### config.mk
export PLATFORM = sky130hd
export DESIGN_NAME = sar_adc_seq_flat
export DESIGN_NICKNAME = d
export VERILOG_FILES = /design/src/rtl/sar_adc_seq_if.sv /design/src/rtl/sar_adc_seq.sv /design/src/flat_wrapper.sv
export SDC_FILE = /design/constraint.sdc
export NUM_CORES = 1
export LEC_CHECK = 0
export ABC_AREA = 0
export CAP_MARGIN = 40
export CORE_MARGIN = 2
export CORE_UTILIZATION = 55
export DETAILED_ROUTE_END_ITERATION = 6
export HOLD_SLACK_MARGIN = 0.15
export PLACE_DENSITY = 0.81
export SLEW_MARGIN = 20
export SYNTH_ARGS = -nofsm -noshare
export SYNTH_HDL_FRONTEND = slang
export SYNTH_SLANG_ARGS = --single-unit
export TNS_END_PERCENT = 50
### constraint.sdc
create_clock -name clk_i -period 6.6 [get_ports clk_i]
set_input_delay 1.98 -clock clk_i [delete_from_list [all_inputs] [get_ports clk_i]]
set_output_delay 1.98 -clock clk_i [all_outputs]
set_load 0.02 [all_outputs]
### src/rtl/sar_adc_seq_if.sv
// Result stream between the SAR sequencer and its consumer.
// Valid/ready handshake carrying the averaged conversion result.
interface sar_adc_seq_if #(
    parameter int WIDTH = 14
);
    logic [WIDTH-1:0] data_o;
    logic             data_valid_o;
    logic             data_ready_i;

    modport master (
        output data_o,
        output data_valid_o,
        input  data_ready_i
    );

    modport slave (
        input  data_o,
        input  data_valid_o,
        output data_ready_i
    );
endinterface

### src/rtl/sar_adc_seq.sv
// Successive-approximation ADC sequencer: track/hold, serial trial DAC,
// comparator sampling, 2^N averaging and a valid/ready result port.
module sar_adc_seq #(
    parameter int WIDTH     = 14,
    parameter int SR_WIDTH  = 16,
    parameter int CLK_DIV   = 2,
    parameter int SETTLE    = 8,
    parameter int SH_CYCLES = 16,
    parameter int AVG_LOG2  = 0
) (
    input  logic          clk_i,
    input  logic          reset_i,
    input  logic          start_i,
    input  logic          continuous_i,
    output logic          sh_o,
    output logic          ser_o,
    output logic          sclk_o,
    output logic          lclk_o,
    input  logic          comp_i,
    output logic          busy_o,
    output logic          overrun_o,
    sar_adc_seq_if.master res
);
    localparam int KW = (WIDTH > 1) ? $clog2(WIDTH) : 1;
    localparam int SW = (SR_WIDTH > 1) ? $clog2(SR_WIDTH) : 1;
    localparam int AW = WIDTH + AVG_LOG2;
    localparam int NW = AVG_LOG2 + 1;
    localparam int CW = 16;

    typedef enum logic [2:0] {
        S_IDLE, S_TRACK, S_SHIFT, S_LATCH,
        S_SETTLE, S_DECIDE, S_ACCUM, S_OUTPUT
    } state_t;

    state_t              r_state;
    state_t              w_nxt;
    logic [CW-1:0]       r_cnt;
    logic [SW-1:0]       r_sidx;
    logic [KW-1:0]       r_k;
    logic [WIDTH-1:0]    r_sar;
    logic [AW-1:0]       r_acc;
    logic [NW-1:0]       r_conv;
    logic [1:0]          r_sync;
    logic [WIDTH-1:0]    r_data;
    logic                r_valid;
    logic                r_ovr;
    logic [WIDTH-1:0]    w_trial;
    logic [SR_WIDTH-1:0] w_word;
    logic                w_bit_end;
    logic                w_sh;
    logic                w_ser;
    logic                w_sclk;
    logic                w_lclk;

    assign w_trial   = r_sar | (WIDTH'(1) << r_k);
    assign w_word    = SR_WIDTH'(w_trial);
    assign w_bit_end = (r_cnt == CW'(2 * CLK_DIV - 1));

    // State register; reset returns to IDLE immediately.
    always_ff @(posedge clk_i or posedge reset_i) begin
        if (reset_i) r_state <= S_IDLE;
        else         r_state <= w_nxt;
    end

    // Next state and pin levels decoded from state and phase counters.
    always_comb begin
        w_nxt  = r_state;
        w_sh   = 1'b0;
        w_ser  = 1'b0;
        w_sclk = 1'b0;
        w_lclk = 1'b0;
        unique case (r_state)
            S_IDLE: begin
                w_sh = 1'b1;
                if (start_i || continuous_i) w_nxt = S_TRACK;
            end
            S_TRACK: begin
                w_sh = 1'b1;
                if (r_cnt == CW'(SH_CYCLES - 1)) w_nxt = S_SHIFT;
            end
            S_SHIFT: begin
                w_ser  = w_word[SW'(SR_WIDTH - 1) - r_sidx];
                w_sclk = (r_cnt >= CW'(CLK_DIV));
                if (w_bit_end && r_sidx == SW'(SR_WIDTH - 1))
                    w_nxt = S_LATCH;
            end
            S_LATCH: begin
                w_lclk = 1'b1;
                if (r_cnt == CW'(CLK_DIV - 1)) w_nxt = S_SETTLE;
            end
            S_SETTLE: begin
                if (r_cnt == CW'(SETTLE - 1)) w_nxt = S_DECIDE;
            end
            S_DECIDE: begin
                w_nxt = (r_k == '0) ? S_ACCUM : S_SHIFT;
            end
            S_ACCUM: begin
                if (r_conv == NW'((1 << AVG_LOG2) - 1)) w_nxt = S_OUTPUT;
                else                                     w_nxt = S_TRACK;
            end
            S_OUTPUT: begin
                w_sh  = 1'b1;
                w_nxt = continuous_i ? S_TRACK : S_IDLE;
            end
            default: w_nxt = S_IDLE;
        endcase
    end

    // Phase counters, comparator synchroniser and SAR/averaging datapath.
    always_ff @(posedge clk_i or posedge reset_i) begin
        if (reset_i) begin
            r_cnt  <= '0;
            r_sidx <= '0;
            r_k    <= '0;
            r_sar  <= '0;
            r_acc  <= '0;
            r_conv <= '0;
            r_sync <= '0;
        end else begin
            r_sync <= {r_sync[0], comp_i};
            if (w_nxt != r_state || r_state == S_IDLE)
                r_cnt <= '0;
            else if (r_state == S_SHIFT && w_bit_end)
                r_cnt <= '0;
            else
                r_cnt <= r_cnt + CW'(1);
            if (r_state != S_SHIFT) r_sidx <= '0;
            else if (w_bit_end)     r_sidx <= r_sidx + SW'(1);
            if (r_state != S_TRACK && w_nxt == S_TRACK) begin
                r_sar <= '0;
                r_k   <= KW'(WIDTH - 1);
            end
            if (r_state == S_DECIDE) begin
                if (r_sync[1]) r_sar <= w_trial;
                if (r_k != '0) r_k <= r_k - KW'(1);
            end
            if (r_state == S_ACCUM) begin
                r_acc  <= r_acc + AW'(r_sar);
                r_conv <= r_conv + NW'(1);
            end
            if (r_state == S_OUTPUT) begin
                r_acc  <= '0;
                r_conv <= '0;
            end
        end
    end

    // Result register with valid/ready handshake and overrun flag.
    always_ff @(posedge clk_i or posedge reset_i) begin
        if (reset_i) begin
            r_data  <= '0;
            r_valid <= 1'b0;
            r_ovr   <= 1'b0;
        end else if (r_state == S_OUTPUT) begin
            r_data  <= WIDTH'(r_acc >> AVG_LOG2);
            r_valid <= 1'b1;
            r_ovr   <= r_valid & ~res.data_ready_i;
        end else begin
            r_ovr <= 1'b0;
            if (r_valid && res.data_ready_i) r_valid <= 1'b0;
        end
    end

    assign sh_o             = w_sh;
    assign ser_o            = w_ser;
    assign sclk_o           = w_sclk;
    assign lclk_o           = w_lclk;
    assign busy_o           = (r_state != S_IDLE);
    assign overrun_o        = r_ovr;
    assign res.data_o       = r_data;
    assign res.data_valid_o = r_valid;
endmodule

### src/flat_wrapper.sv
// flat-port wrapper written by rule: the top's interface ports become plain ports
module sar_adc_seq_flat 
#(
    parameter int WIDTH     = 14,
    parameter int SR_WIDTH  = 16,
    parameter int CLK_DIV   = 2,
    parameter int SETTLE    = 8,
    parameter int SH_CYCLES = 16,
    parameter int AVG_LOG2  = 0
)
  (clk_i, reset_i, start_i, continuous_i, sh_o, ser_o, sclk_o, lclk_o, comp_i, busy_o, overrun_o, res_data_o, res_data_valid_o, res_data_ready_i);
  sar_adc_seq_if #(.WIDTH(WIDTH)) res_i ();
  input  logic clk_i;
  input  logic reset_i;
  input  logic start_i;
  input  logic continuous_i;
  output logic sh_o;
  output logic ser_o;
  output logic sclk_o;
  output logic lclk_o;
  input  logic comp_i;
  output logic busy_o;
  output logic overrun_o;
  output wire logic [$bits(res_i.data_o)-1:0] res_data_o;
  output wire logic [$bits(res_i.data_valid_o)-1:0] res_data_valid_o;
  input wire logic [$bits(res_i.data_ready_i)-1:0] res_data_ready_i;
  assign res_data_o = res_i.data_o;
  assign res_data_valid_o = res_i.data_valid_o;
  assign res_i.data_ready_i = res_data_ready_i;
  sar_adc_seq #(.WIDTH(WIDTH), .SR_WIDTH(SR_WIDTH), .CLK_DIV(CLK_DIV), .SETTLE(SETTLE), .SH_CYCLES(SH_CYCLES), .AVG_LOG2(AVG_LOG2)) u_core (.clk_i(clk_i), .reset_i(reset_i), .start_i(start_i), .continuous_i(continuous_i), .sh_o(sh_o), .ser_o(ser_o), .sclk_o(sclk_o), .lclk_o(lclk_o), .comp_i(comp_i), .busy_o(busy_o), .overrun_o(overrun_o), .res(res_i));
endmodule
==> run_results.csv <==
group,metric,value,unit
cts,cts_resized,0,
sta,fmax,0.1993,GHz
sta,fin_hold_ws,0.3810,ns
logic_synthesis,synth_area,4133,um2
global_routing,grt_pass1_vias,2988,
routing,finalWirelength,7.667,mm
routing,drtPass1Iterations,4,
sta,period_needed,5.016,ns
global_routing,antenna_found_initial,0,
pwr,vdd_drop_max,0.0001502,V
floorplan,pin_count,27,
pwr,power.internal,0.7443,mW
floorplan,rows,31,
pwr,power.leakage,2.218,nW
logic_synthesis,synth_cell_type_count,56,
run_status,outcome,"completed",
cts,cts_made_buffers,9,
global_routing,grt_overflow,0,
logic_synthesis,synth_top_area_frac,0.4481,
cts,cts_sinks,74,
final_layout,diodes,0,
sta,hold_viol,0,
logic_synthesis,async_flop_share,1.000,
critical_path,cp_num_buf_inv,2,
floorplan,die_h,90.69,um
logic_synthesis,synth-main-ff-cell,"dfrtp_1",
sta,tightest_slew,0.7707,ns
logic_synthesis,yosys_warnings,0,
pwr,swShare,0.3304,
final_layout,utilization,0.6350,
routing,drc,0,
critical_path,timing.rr.end,"u_core.r_acc[12]",
cts,post_cts_buffers,0,
run,drv_cap,0,
routing,detail_route.wl_per_cell,14.97,um
cts,ctsHoldBuffers,0,
place,gp_congestion,0.9122,
logic_synthesis,seq_area_frac_synth,0.4481,
worst_hold_path,hold_path_class,"flip-flop to flip-flop",
critical_path,cp_data_required_time,4.62,ns
sta,fin_crit_sh,0.7601,
final_layout,nFillCells,602,
critical_path,cp-start-kind,"flip-flop",
sta,slew_headroom,0.4850,
critical_path,worstSetupPathType,"flip-flop to output port",
critical_path,ff2ff_path_depth,8,
critical_path,cpMostUsedCell,"mux4_2",
worst_hold_path,hp-start,"u_core.r_sync[0]",
logic_synthesis,synth_edf_count,0,
routing,drt-initial-drc-count,102,
floorplan,die_area,8224,um2
critical_path,rr_startpoint,"u_core.r_sar[0]",
worst_hold_path,hold_depth,0,
routing,vias,2950,
critical_path,startpoint,"u_core.r_k[0]",
critical_path,cp-end-kind,"output port",
critical_path,crit_path_cell_trace,"inv_1, ha_1, a21oi_1, mux4_2, mux4_2, nor2_1, clkdlybuf4s50_1",
logic_synthesis,syn-num-nets,419,
cts,clk_latency,0.34,ns
floorplan,core-area,7253,um2
final_layout,postLayoutCellArea,4606,um2
final_layout,final_layout_size_suffix_gt1_frac,0.1162,
global_routing,grt_max_degree,47,
critical_path,slowest_stage,"clkdlybuf4s50_1",
logic_synthesis,syn_avg_cell_area,10.60,um2
routing,via_per_inst,5.762,
logic_synthesis,yosysTopAreaCell,"dfrtp_1",
worst_hold_path,worstHoldEndpoint,"u_core.r_sync[1]",
final_layout,fin_nets,437,
global_routing,track_usage,0.2090,
global_routing,grt_pass1_wl,13.82,mm
pwr,power.share.clock,0.315,
sta,skew,0.008588,ns
critical_path,slowest_delay,0.61,ns
logic_synthesis,synthCells,390,
logic_synthesis,synth_seq_cells,74,
pwr,comb_power_share,0.221,
cts,cts_tree,"yes",
critical_path,worst-r2r-setup-slack,3.76,ns
cts,h-tree-depth,3,
sta,setup_viol,0,
sta,maxSlewViolCount,0,
cts,clockBufferDepth,2,
final_layout,area_growth,11.44,%
place,dp_hpwl,5.611,mm
cts,clkTransAtPathRegs,0.08,ns
sta,rsz0062_at_grt,"no",
floorplan,start_util,0.5698,
place,place_area,4405,um2
cts,cts-root-buf,"clkbuf_8",
pwr,power_density,241.3,nW/um2
pwr,seqPwrFrac,0.464,
sta,setup-tns-final,0,ns
critical_path,worstPathMaxFanout,8,
routing,final_antenna_net_count,0,
pwr,power_switching,0.3672,mW
floorplan,die_width,90.69,um
critical_path,arrival,3.04,ns
place,io_buffers,26,
critical_path,crit_family,"multiplexers",
logic_synthesis,synthTopCellsByArea,"dfrtp_1 (45%), ha_1 (6.7%), mux2_2 (4.1%)",
-- per-stage QoR --
stage,cells,worst slack [ns],power [mW]
5_1_grt,512,1.351,1.182
4_1_cts,512,1.556,1.127
6_report,512,1.584,1.111
3_3_place_gp,496,2.033,0.7597
2_1_floorplan,390,2.492,0.7294
3_5_place_dp,496,1.964,0.7689
-- cell families (layout without fill, tap and decap cells) --
group                      count (synthesis)  count (layout)  share of synthesized area
AOI/OAI and AO/OA                         87              87                     0.1544
xor gates and xnor gates                  29              29                    0.06146
adders and majority gates                 23              23                    0.07145
buffers and inverters                     28              51                    0.03602
DFF                                       74              74                     0.4481
muxes                                     20              20                    0.06509
and+or+nand+nor                          129             129                     0.1635
-- cell type report --
cell class	instances	area, um2	share of cell area
flip-flops and latches	74	1852	0.4021
inverters	8	30.03	0.006520
multi-input cells	288	2132	0.4629
well taps	99	123.9	0.02689
clock inverters	7	76.32	0.01657
repair buffers	27	267.8	0.05814
clock buffers	9	123.9	0.02689
-- power by group through the flow --
stage / clock, mW / combinational [mW] / sequential [mW]
final: 0.351 / 0.245 / 0.516
after detailed placement: 0 / 0.245 / 0.524
after CTS: 0.365 / 0.247 / 0.515
after global placement: 0 / 0.239 / 0.521
after global routing: 0.381 / 0.279 / 0.522
after floorplan: 0 / 0.234 / 0.495
-- Yosys cell counts, types with 4 or more instances --
library cell	count
mux2_2	15
xnor2_1	11
nand2_1	26
a22o_1	19
buf_2	5
a31oi_1	4
mux4_2	4
o21ai_0	6
nor2b_1	6
inv_1	8
dfrtp_1	74
a21o_1	10
ha_1	22
nand2b_1	8
and3_1	8
buf_6	4
a211oi_1	4
nand4_1	6
nor2_1	40
clkbuf_1	9
a21oi_1	21
xor2_1	18
nand3_1	11
o31ai_1	4
-- metal layers --
| metal | part of all wire | track usage |
|---|---|---|
| met1 | 0.46 | 0.2743 |
| met2 | 0.48 | 0.3340 |
| met3 | 0.045 | 0.04758 |
| met4 | 0.019 | 0.08974 |
| met5 | 0 | 0 |
-- registers in the layout (all words and copies together), names as in the netlist, 2 cells and up --
signal and flops:
u_core.r_cnt 16, u_core.r_state 3, u_core.r_sar 14, u_core.res.data_o 14, u_core.r_acc 14, u_core.r_sidx 4
u_core.r_k 4, u_core.r_sync 2
-- worst max path at each step --
stage / endpoint / slack (ns) / depth (start not counted)
2_1_floorplan: ser_o / 2.49 / 7
3_5_place_dp: ser_o / 1.96 / 7
3_3_place_gp: ser_o / 2.03 / 7
5_1_grt: sh_o / 1.35 / 5
6_report: ser_o / 1.58 / 7
4_1_cts: ser_o / 1.56 / 7
-- cells in the final DEF, fill, tap and decap left out, types with 6 or more instances in the layout --
| cell | Yosys | final |
|---|---|---|
| dfrtp_1 | 74 | 74 |
| nor2_1 | 40 | 40 |
| nand2_1 | 26 | 26 |
| clkdlybuf4s50_1 | 0 | 26 |
| ha_1 | 22 | 22 |
| a21oi_1 | 21 | 21 |
| a22o_1 | 19 | 19 |
| xor2_1 | 18 | 18 |
| mux2_2 | 15 | 15 |
| xnor2_1 | 11 | 11 |
| nand3_1 | 11 | 11 |
| a21o_1 | 10 | 10 |
| clkbuf_8 | 0 | 9 |
| and3_1 | 8 | 8 |
| nand2b_1 | 8 | 8 |
| inv_1 | 8 | 7 |
| o21ai_0 | 6 | 6 |
| nand4_1 | 6 | 6 |
| nor2b_1 | 6 | 6 |
Power figures use the tool's default switching activity.
